===== config.mk =====
export PLATFORM = sky130hd
export DESIGN_NAME = uart_rx_core
export DESIGN_NICKNAME = d
export VERILOG_FILES = /design/src/rtl/uart_rx_core_pkg.sv /design/src/rtl/uart_rx_fifo.sv /design/src/rtl/uart_rx_core.sv
export SDC_FILE = /design/constraint.sdc
export NUM_CORES = 1
export LEC_CHECK = 0
export CAP_MARGIN = 40
export CORE_MARGIN = 10
export CORE_UTILIZATION = 65
export CTS_CLUSTER_DIAMETER = 100
export DETAILED_ROUTE_END_ITERATION = 12
export HOLD_SLACK_MARGIN = 0.05
export PLACE_DENSITY = 0.84
export REMOVE_ABC_BUFFERS = 1
export SETUP_SLACK_MARGIN = 0.1
export SYNTH_ARGS = -nofsm -noshare
export SYNTH_HDL_FRONTEND = slang
export SYNTH_SLANG_ARGS = --single-unit
export TNS_END_PERCENT = 20

===== constraint.sdc =====
create_clock -name clk -period 7.9 [get_ports clk]
set_clock_uncertainty 0.2 [all_clocks]
set_input_delay 1.58 -clock clk [delete_from_list [all_inputs] [get_ports clk]]
set_output_delay 1.58 -clock clk [all_outputs]
set_load 0.01 [all_outputs]

===== src/rtl/uart_rx_core_pkg.sv =====
// uart_rx_core_pkg: shared types and sizes
// for the UART receive path.
package uart_rx_core_pkg;

  localparam int FIFO_DEPTH  = 16;
  localparam int FIFO_PTR_W  = 4;
  localparam int FIFO_CNT_W  = 5;
  localparam int REC_WIDTH   = 11;

  localparam int RX_ENTRY_FE = 0;
  localparam int RX_ENTRY_PE = 1;
  localparam int RX_ENTRY_BI = 2;

  typedef enum logic [2:0] {
    IDLE,
    START,
    DATA,
    PARITY,
    STOP,
    PUSH,
    BRK_WAIT
  } rx_state_t;

  typedef struct packed {
    logic [7:0] data;
    logic       bi;
    logic       pe;
    logic       fe;
  } rx_entry_t;

  // Expected parity bit: stick, even or odd.
  function automatic logic par_expect(
    input logic       sp,
    input logic       ep,
    input logic [7:0] d
  );
    if (sp) return ~ep;
    return ep ? ^d : ~^d;
  endfunction

endpackage


===== src/rtl/uart_rx_fifo.sv =====
// uart_rx_fifo: show-ahead synchronous FIFO
// with flush; pop on empty is ignored.
module uart_rx_fifo #(
  parameter int DEPTH = 16,
  parameter int PTR_W = 4,
  parameter int CNT_W = 5,
  parameter int WIDTH = 11
) (
  input  logic             clk,
  input  logic             rst,
  input  logic             push_i,
  input  logic [WIDTH-1:0] wdata_i,
  input  logic             pop_i,
  input  logic             clr_i,
  output logic [WIDTH-1:0] rdata_o,
  output logic [CNT_W-1:0] count_o,
  output logic             full_o,
  output logic             empty_o
);

  logic [WIDTH-1:0] mem_q [DEPTH];
  logic [PTR_W-1:0] wr_q, wr_d;
  logic [PTR_W-1:0] rd_q, rd_d;
  logic [CNT_W-1:0] cnt_q, cnt_d;
  logic             do_push;
  logic             do_pop;

  function automatic logic [PTR_W-1:0] nxt(
    input logic [PTR_W-1:0] p
  );
    if (p == PTR_W'(DEPTH - 1)) return '0;
    return p + PTR_W'(1);
  endfunction

  assign empty_o = (cnt_q == '0);
  assign full_o  = (cnt_q == CNT_W'(DEPTH));
  assign do_pop  = pop_i & ~empty_o;
  assign do_push = push_i & (~full_o | do_pop);
  assign count_o = cnt_q;
  assign rdata_o = empty_o ? '0 : mem_q[rd_q];

  // Pointer and occupancy update; flush wins.
  always_comb begin
    wr_d  = wr_q;
    rd_d  = rd_q;
    cnt_d = cnt_q;
    if (clr_i) begin
      wr_d  = '0;
      rd_d  = '0;
      cnt_d = '0;
    end else begin
      if (do_push) wr_d = nxt(wr_q);
      if (do_pop)  rd_d = nxt(rd_q);
      if (do_push && !do_pop)
        cnt_d = cnt_q + CNT_W'(1);
      else if (!do_push && do_pop)
        cnt_d = cnt_q - CNT_W'(1);
    end
  end

  // Pointer/count registers.
  always_ff @(posedge clk) begin
    if (rst) begin
      wr_q  <= '0;
      rd_q  <= '0;
      cnt_q <= '0;
    end else begin
      wr_q  <= wr_d;
      rd_q  <= rd_d;
      cnt_q <= cnt_d;
    end
  end

  // Storage write.
  always_ff @(posedge clk) begin
    if (do_push && !clr_i) mem_q[wr_q] <= wdata_i;
  end

endmodule


===== src/rtl/uart_rx_core.sv =====
// uart_rx_core: 16x-oversampled UART frame
// deserializer feeding the receive FIFO.
module uart_rx_core (
  input  logic        clk,
  input  logic        rst,
  input  logic        enable_i,
  input  logic        rx_i,
  input  logic [7:0]  lcr_i,
  input  logic        fifo_clr_i,
  input  logic        pop_i,
  input  logic        ls_clr_i,
  output logic [10:0] rdata_o,
  output logic [4:0]  count_o,
  output logic        data_ready_o,
  output logic        overrun_o,
  output logic        rx_busy_o
);
  import uart_rx_core_pkg::*;

  logic [1:0] sync_q, sync_d;
  logic       prev_q, prev_d;
  rx_state_t  state_q, state_d;
  logic [3:0] tick_q, tick_d;
  logic [2:0] bit_q, bit_d;
  logic [7:0] data_q, data_d;
  logic [1:0] len_q, len_d;
  logic       pen_q, pen_d;
  logic       eps_q, eps_d;
  logic       sps_q, sps_d;
  logic       pe_q, pe_d;
  logic       fe_q, fe_d;
  logic       par_q, par_d;
  logic       ovr_q, ovr_d;
  logic       rx_s, fall, mid, full_smp;
  logic       push, full, empty;
  rx_entry_t  entry;
  logic       unused_lcr;

  assign unused_lcr = ^{lcr_i[7:6], lcr_i[2]};
  assign rx_s      = sync_q[1];
  assign fall      = prev_q & ~rx_s;
  assign mid       = enable_i & (tick_q == 4'd7);
  assign full_smp  = enable_i & (tick_q == 4'd15);

  // Synchroniser and edge history.
  always_comb begin
    sync_d = {sync_q[0], rx_i};
    prev_d = rx_s;
  end

  // Frame sequencer: next state and datapath.
  always_comb begin
    state_d = state_q;
    tick_d  = enable_i ? tick_q + 4'd1 : tick_q;
    bit_d   = bit_q;
    data_d  = data_q;
    len_d   = len_q;
    pen_d   = pen_q;
    eps_d   = eps_q;
    sps_d   = sps_q;
    pe_d    = pe_q;
    fe_d    = fe_q;
    par_d   = par_q;
    push    = 1'b0;
    entry.data = data_q;
    entry.bi   = (data_q == 8'd0) & ~par_q & fe_q;
    entry.pe   = pe_q;
    entry.fe   = fe_q;
    unique case (state_q)
      IDLE: if (fall) begin
        state_d = START;
        tick_d  = 4'd0;
        bit_d   = 3'd0;
        data_d  = 8'd0;
        pe_d    = 1'b0;
        fe_d    = 1'b0;
        par_d   = 1'b0;
        len_d   = lcr_i[1:0];
        pen_d   = lcr_i[3];
        eps_d   = lcr_i[4];
        sps_d   = lcr_i[5];
      end
      START: if (mid) begin
        tick_d  = 4'd0;
        state_d = rx_s ? IDLE : DATA;
      end
      DATA: if (full_smp) begin
        data_d[bit_q] = rx_s;
        bit_d = bit_q + 3'd1;
        if (bit_q == 3'd4 + {1'b0, len_q})
          state_d = pen_q ? PARITY : STOP;
      end
      PARITY: if (full_smp) begin
        par_d   = rx_s;
        pe_d    = rx_s ^ par_expect(sps_q, eps_q, data_q);
        state_d = STOP;
      end
      STOP: if (full_smp) begin
        fe_d    = ~rx_s;
        state_d = PUSH;
      end
      PUSH: begin
        push    = 1'b1;
        state_d = entry.bi ? BRK_WAIT : IDLE;
      end
      BRK_WAIT: if (rx_s) state_d = IDLE;
      default: state_d = IDLE;
    endcase
  end

  // Sticky overrun: a set beats a clear.
  always_comb begin
    ovr_d = ovr_q;
    if (ls_clr_i) ovr_d = 1'b0;
    if (push && full && !pop_i) ovr_d = 1'b1;
  end

  // State registers.
  always_ff @(posedge clk) begin
    if (rst) begin
      sync_q  <= 2'b11;
      prev_q  <= 1'b1;
      state_q <= IDLE;
      tick_q  <= '0;
      bit_q   <= '0;
      data_q  <= '0;
      len_q   <= '0;
      pen_q   <= 1'b0;
      eps_q   <= 1'b0;
      sps_q   <= 1'b0;
      pe_q    <= 1'b0;
      fe_q    <= 1'b0;
      par_q   <= 1'b0;
      ovr_q   <= 1'b0;
    end else begin
      sync_q  <= sync_d;
      prev_q  <= prev_d;
      state_q <= state_d;
      tick_q  <= tick_d;
      bit_q   <= bit_d;
      data_q  <= data_d;
      len_q   <= len_d;
      pen_q   <= pen_d;
      eps_q   <= eps_d;
      sps_q   <= sps_d;
      pe_q    <= pe_d;
      fe_q    <= fe_d;
      par_q   <= par_d;
      ovr_q   <= ovr_d;
    end
  end

  uart_rx_fifo #(
    .DEPTH(FIFO_DEPTH),
    .PTR_W(FIFO_PTR_W),
    .CNT_W(FIFO_CNT_W),
    .WIDTH(REC_WIDTH)
  ) u_fifo (
    .clk     (clk),
    .rst     (rst),
    .push_i  (push),
    .wdata_i (entry),
    .pop_i   (pop_i),
    .clr_i   (fifo_clr_i),
    .rdata_o (rdata_o),
    .count_o (count_o),
    .full_o  (full),
    .empty_o (empty)
  );

  assign data_ready_o = ~empty;
  assign overrun_o    = ovr_q;
  assign rx_busy_o    = (state_q != IDLE);

endmodule


# ---- Word-level counts from Yosys, hierarchy flattened
# Memories as Yosys holds them, arrays and structs flattened. A register that Yosys moved wholly into a read port is not among the register bits.
# Index checks and enable logic that the tools add are counted.
dict set report totals {
  n_memories 1
  inputBits 15
  word_cells 146
  register_bits 43
  out_inout_bits 19
  mem_bits_rw 176
}
# memory depth word_bits rd rd_clocked_by_memory_dff wr line
set memory_table {}
lappend memory_table {u_fifo.mem_q 16 11 1 1 1 uart_rx_fifo.sv:21} ;# logic [WIDTH-1:0] mem_q [DEPTH];
dict set report classes {
  n_reduce_logical 27
  bitwise_logic 14
  mux 59
  n_lt_le_gt_ge 2
  n_eq_ne 19
  addsub 7
}
# op n
set ops {}
lappend ops {{2-to-1 mux 4 bit} 9}
lappend ops {{2-to-1 mux 3 bit} 11}
lappend ops {{2-to-1 mux 1 bit} 24}
lappend ops {{one-hot mux 3 bit (7 select lines)} 1}
lappend ops {{2-to-1 mux 8 bit} 2}
lappend ops {{one-hot mux 8 bit (2 select lines)} 1}
lappend ops {{!= test 2 bit, second input constant} 7}
lappend ops {{adder 4 x 1 -> 4 bit, second input constant} 3}
lappend ops {{equality test 4 bit, second input constant} 3}
lappend ops {{2-to-1 mux 11 bit} 1}
lappend ops {{2-to-1 mux 5 bit} 2}
lappend ops {{nonzero test 2 bit} 5}
lappend ops {{equality test 3 bit, second input constant} 3}
lappend ops {{AND reduction 3 bit} 3}
lappend ops {{bitwise mux 8 bit} 1}
lappend ops {{logical NOT 8 bit} 1}
lappend ops {{one-hot mux 4 bit (2 select lines)} 1}
lappend ops {{XNOR reduction 8 bit} 1}
lappend ops {{parity 8 bit} 1}
lappend ops {{bitwise AND 1 bit} 7}
lappend ops {{AND reduction 7 bit} 1}
lappend ops {{equality test 3 x 2 -> 1 bit, second input constant} 2}
lappend ops {{logical AND 1 bit} 6}
lappend ops {{one-hot mux 1 bit (2 select lines)} 3}
lappend ops {{22 further kinds} 29}

# ---- Logic depth before layout (Yosys ltp)
dict set report depth {
  ltp_word 10
  ltp_mapped 12
  mapped_depth_nobuf 11
}

# ---- Modules after synthesis
# A second synthesis with hierarchy kept.
dict set report unflattened {
  hier_cells 610
  area_unflattened_um2 9515.4
}
# mod cells_per_inst seq_area_each_um2 area_each_um2 instances
set by_module_without_submodules {}
lappend by_module_without_submodules {uart_rx_fifo 412 5625.4 7757.4 1}
lappend by_module_without_submodules {uart_rx_core 198 600.6 1757.9 1}

# ---- Worst setup path before layout
# Ideal clock, no wire load.
dict set report synth_path {
  path_type {input port to flip-flop}
  startpoint {input port pop_i}
  endpoint {register u_fifo.cnt_q[4], in the netlist u_fifo.count_o[4]}
  setup_slack_ns 4.147
  required_time_ns 7.630
  arrival_ns 3.483
  setup_time_ns 0.070
  cell_stages 11
  path_cell_list {inv_1 > a31oi_1 > buf_2 > ha_1 > inv_1 > fa_1 > a21o_1 > a21oi_1 > xnor2_1 > or3_1 > a21oi_1}
}
dict set report synth_via {
  elab_chain_cells 6
  elab_cells_between_ends 9
  cone_classes {1 x mux; 3 x bitwise; 5 x reduce/logical}
}
# item line
set synth_lines {}
lappend synth_lines {{start, declared} uart_rx_core.sv:10} ;# input logic pop_i,
lappend synth_lines {{bitwise AND 1 bit (*)} uart_rx_fifo.sv:37} ;# assign do_pop = pop_i & ~empty_o;
lappend synth_lines {{OR 1 bit} uart_rx_fifo.sv:38} ;# assign do_push = push_i & (~full_o | do_pop);
lappend synth_lines {{bitwise AND 1 bit} uart_rx_fifo.sv:38}
lappend synth_lines {{logical NOT 1 bit} uart_rx_fifo.sv:56} ;# else if (!do_push && do_pop)
lappend synth_lines {{logical AND 1 bit} uart_rx_fifo.sv:56}
lappend synth_lines {{nonzero test 2 bit (no line)} -}
lappend synth_lines {{end signal, assigned} uart_rx_fifo.sv:70} ;# cnt_q <= cnt_d;
lappend synth_lines {{end, declared} uart_rx_fifo.sv:24} ;# logic [CNT_W-1:0] cnt_q, cnt_d;
# Mark *: on every way between the ends. The rest lies on a longest branch, timed or not.
# A chain may end at the register's enable or synchronous reset.

# ---- Final worst setup path
dict set report layout_path {
  startpoint {register u_fifo.cnt_q[0], in the netlist u_fifo.count_o[0]}
  endpoint {output port rdata_o[10]}
}
dict set report layout_via {
  elab_chain_cells 2
}
# item line
set layout_lines {}
lappend layout_lines {{logical NOT 5 bit} uart_rx_fifo.sv:35} ;# assign empty_o = (cnt_q == '0);
lappend layout_lines {{2-to-1 mux 11 bit} uart_rx_fifo.sv:40} ;# assign rdata_o = empty_o ? '0 : mem_q[rd_q];
lappend layout_lines {{end, declared} uart_rx_core.sv:12} ;# output logic [10:0] rdata_o,
# Every way passes these cells.

==> out/results.env <==
CRITICAL_PATH_CLASS='register to output port'
SYNTH.DISTINCT_CELLS=57
SWITCHING_SHARE_PCT=19.2
MULTI_INPUT_COMB_AREA_SQ_MM=0.00277
WL_MET2_MM=9.57
INITIAL_UTILIZATION_PCT=66.4
SLEW-LIMIT-HEADROOM_PCT=35.9
SYNTH.CELL_AREA_SQ_MM=0.00922
WORSTHOLDPATHTYPE='register to register'
NFILLCELLS=831
GLOBAL_ROUTE.USAGE.TOTAL_PCT=18.8
FIN_CRIT_PS=4740
SYNTH.FF_LATCH_COUNT=223
GRT_PASS1_VIAS=5323
GRT_PASS1_WL_MM=29.3
SYNTH_FA_HA_AREA_SHARE_PCT=2.25
POWER.SHARE.SEQUENTIAL_PCT=54.2
DIE_AREA_SQ_MM=0.0193
IOPINCOUNT=34
ROUTE.DETAILED.DRC=0
MET1WIRELENGTH_MM=7.41
CTS-HTREE-LEVELS=1
PLACE.DETAILED.HPWL_MM=11.5
DETAILEDROUTE.FIRSTITERATIONVIOLATIONS=432
SYNTH.AREA.MUX_SHARE_PCT=14.0
TIMING.CRITICAL_PATH.FANOUT_MAX=11
POWER.SWITCHING_uW=446
CTS_TREE='built'
SYNTHDOMINANTAREACELLTYPE='edfxtp_1'
SYNTH_TOP_FAMILY_BY_AREA='multiplexers'
FRACTION_OF_SYNTHESIS_FLOPS_USING_AN_ASYNCHRONOUS_SET_OR_RESET_PIN_PCT=0
SYNTH.MOST_COMMON_CELL='edfxtp_1'
MAXIMUM_NUMBER_OF_PINS_ON_ONE_NET_BEFORE_GLOBAL_ROUTE_REPAIR=42
FLOORPLAN.ROWS=43
CTS_POST_SETUP_BUFFERS_INSERTED=0
TIMING.CRITICAL_PATH.FROM='u_fifo.count_o[0]'
TIGHTEST_SLEW_PS=957
SYNTHDOMINANTCELLAREASHARE_PCT=57.3
SYNTH_COMPOUND_AREA_SHARE_PCT=4.18
WORST_SETUP_PATH_END_KIND='output port'
FINISHED_CORE_UTIL_PCT=74.6
SYNTH_EDF_COUNT=176
SYNTH.AVG_CELL_AREA_SQ_UM=16.0
WORST-ENDPOINT-ARRIVAL_PS=2960
CLK_PIN_SLEW_PS=60
CLOCK_POWER_SHARE_PCT=42.8
REPORT.FINAL.SLEW_VIOL_COUNT=0
LAYOUT_WORST_PATH_CYCLE_SHARE_PCT=60.0
MAX_FREQ_MHz=211
CTS-BUFFERS-INSERTED=22
PORT_BUFFER_CELLS=30
YS_TOP_CELLS_BY_AREA='edfxtp_1 57%, mux4_2 11%, dfxtp_1 10%'
WORSTHOLDSTART='sync_q[0]'
SYNTH-SIMPLE-AREA-SHARE_PCT=7.85
DRIVE_ABOVE_1_SHARE_PCT=15.4
ROUTE.VIAS.TOTAL=5058
AREA_GROW_SYN2LAYOUT_PCT=12.4
VERTICAL_DIE_DIMENSION_MICRONS=139
CAP_VIOLATIONS=0
P_INT_uW=1880
MET3ROUTEDLENGTH_MM=1.02
ANTENNA_CELLS_INSERTED=0
DIE_WIDTH_MICRONS=139
LEAKAGEPOWER_uW=0.00343
ROUTED_WIRE_LENGTH_MM=18.6
SYNTH_XOR_AREA_SHARE_PCT=1.71
TIMING.SETUP.TNS_PS=0
P_COMB_SHARE_PCT=3.0
CTS_RESIZED=0
INSERTION_DELAY_PS=490
REPORT.FINAL.SETUP_VIOL=0
CTS_SINKS=223
MASTER_CELL_OF_THE_CLOCK_ROOT_BUFFER='clkbuf_16'
DETAIL_ROUTE.VIAS_PER_CELL=6.35
YS_SEQ_AREA_SHARE_PCT=67.5
DETAIL_ROUTE.WL_PER_CELL_MICRONS=23.3
BUFFERS_FROM_CLOCK_ROOT_TO_SINK_AT_MOST=3
ROUTE.TOP_LAYER_USED='met4'
PWR_DENSITY_CELL_mW_PER_MM2=224
SYNTHTOPCELLSBYCOUNT='176 x edfxtp_1, 47 x dfxtp_1, 44 x mux4_2, 34 x nand2_1, 31 x nor2_1'
RR_STARTPOINT='state_q[2]'
POSTSYNTH.TOPFLOPCELL='edfxtp_1'
RSZ0062_AT_GRT='false'
SYN-INSTANCE-COUNT=576
FINAL_NETS=636
CORE_AREA_SQ_MM=0.0139
HOLDBUFCOUNTCTS=0
DRT-PASS1-ITER-COUNT=5
TIMING.FINAL.HOLD_VIOLATIONS=0
ANTENNA_VIOLATIONS_BEFORE_REPAIR=0
VDD.IR_DROP.WORST_mV=0.220
GRT-OVFL-TOTAL=0
FINALWEIGHTEDCONGESTION=0.802
CP.REQUIRED_PS=6120
SEQ_AREA_SQ_MM=0.00623
YOSYSWARNINGS=0
CRIT_PATH_START_KIND='register'
ANTENNA_LEFT=0
STATUS='finished, final reports clean'
[placed cells by master, fill, tap and decap left out, types with 4 or more instances in the layout]
cell / synthesis / layout
a21oi_1: 22 / 22
o22ai_1: 12 / 12
clkdlybuf4s50_1: 0 / 30
nand2_1: 34 / 34
nor3_1: 5 / 5
mux2i_1: 29 / 29
and3_1: 10 / 10
mux4_2: 44 / 44
dfxtp_1: 47 / 44
nand4_1: 4 / 4
clkbuf_16: 0 / 23
nand3b_1: 5 / 5
clkinv_1: 0 / 4
nor2_1: 31 / 31
xor2_1: 7 / 7
and2_1: 7 / 7
ha_1: 15 / 15
xnor2_1: 11 / 11
nand3_1: 12 / 12
inv_1: 17 / 17
o21ai_0: 5 / 5
edfxtp_1: 176 / 176
buf_4: 2 / 4
or2_2: 4 / 4
nand2b_1: 4 / 4
[sequential cells by signal (all words and copies together) (netlist names), 3 cells and up, named ones only]
name and count:
bit_q 3, data_q 8, state_q 3, tick_q 4, u_fifo.count_o 5, u_fifo.mem_q 176
u_fifo.rd_q 4, u_fifo.wr_q 4
[worst max-delay path, cell delays in order (launching register included)]
cell,delay [ps]
dfxtp_1,370
nor4_1,460
nand2b_1,290
nand2b_1,540
o22ai_1,270
clkdlybuf4s50_1,540
[final cells by class]
| type | count | share of cell area [%] |
|---|---|---|
| inverters | 17 | 0.616 |
| repair buffers | 37 | 3.76 |
| well taps | 180 | 2.17 |
| clock buffers | 26 | 5.66 |
| flip-flops and latches | 223 | 60.1 |
| clock inverters | 10 | 0.942 |
| multi-input cells | 304 | 26.7 |
[metrics by stage]
stage / power [uW] / instances / hold slack (ps) / cell area [sq um] / setup WS, ps
floorplan: 1320 / 544 / 189 / 9060 / 3280
global placement: 1350 / 758 / 200 / 9620 / 3080
detailed placement: 1350 / 761 / 199 / 9670 / 2980
CTS: 2330 / 797 / 213 / 10400 / 3190
global route: 2380 / 797 / 253 / 10400 / 2920
finish: 2320 / 797 / 212 / 10400 / 3160
[final timing paths]
check / to / slack [ps] / cells after the start
worst max register to register: u_fifo.count_o[4] / 4220 / 10
worst max-delay path: rdata_o[10] / 3160 / 5
worst min register to register: sync_q[1] / 210 / 1
worst min-delay path: sync_q[1] / 210 / 1
[cells by family after synthesis]
family | after synthesis
XOR/XNOR | 18
flip-flops | 223
AND/OR/NAND/NOR | 136
AO/OA/AOI/OAI | 60
adder cells (fa/ha/maj) | 16
multiplexers | 74
buffers and inverters | 49
[metal layers]
metal,track usage (%),vias to the layer above
met5,0,-
met4,6.75,0
met3,3.12,48
met2,32.1,204
met1,23.9,2534
li1,-,2272
[power by group through the flow]
| stage | clock network [uW] | logic (uW) | registers (uW) |
|---|---|---|---|
| after floorplan | 0 | 36.2 | 1280 |
| after global placement | 0 | 65.4 | 1280 |
| after detailed placement | 0 | 69.0 | 1280 |
| after CTS | 1010 | 69.8 | 1260 |
| after global routing | 1050 | 75.4 | 1260 |
| final | 994 | 69.5 | 1260 |
Note: power is estimated with default switching activity, not from simulation.
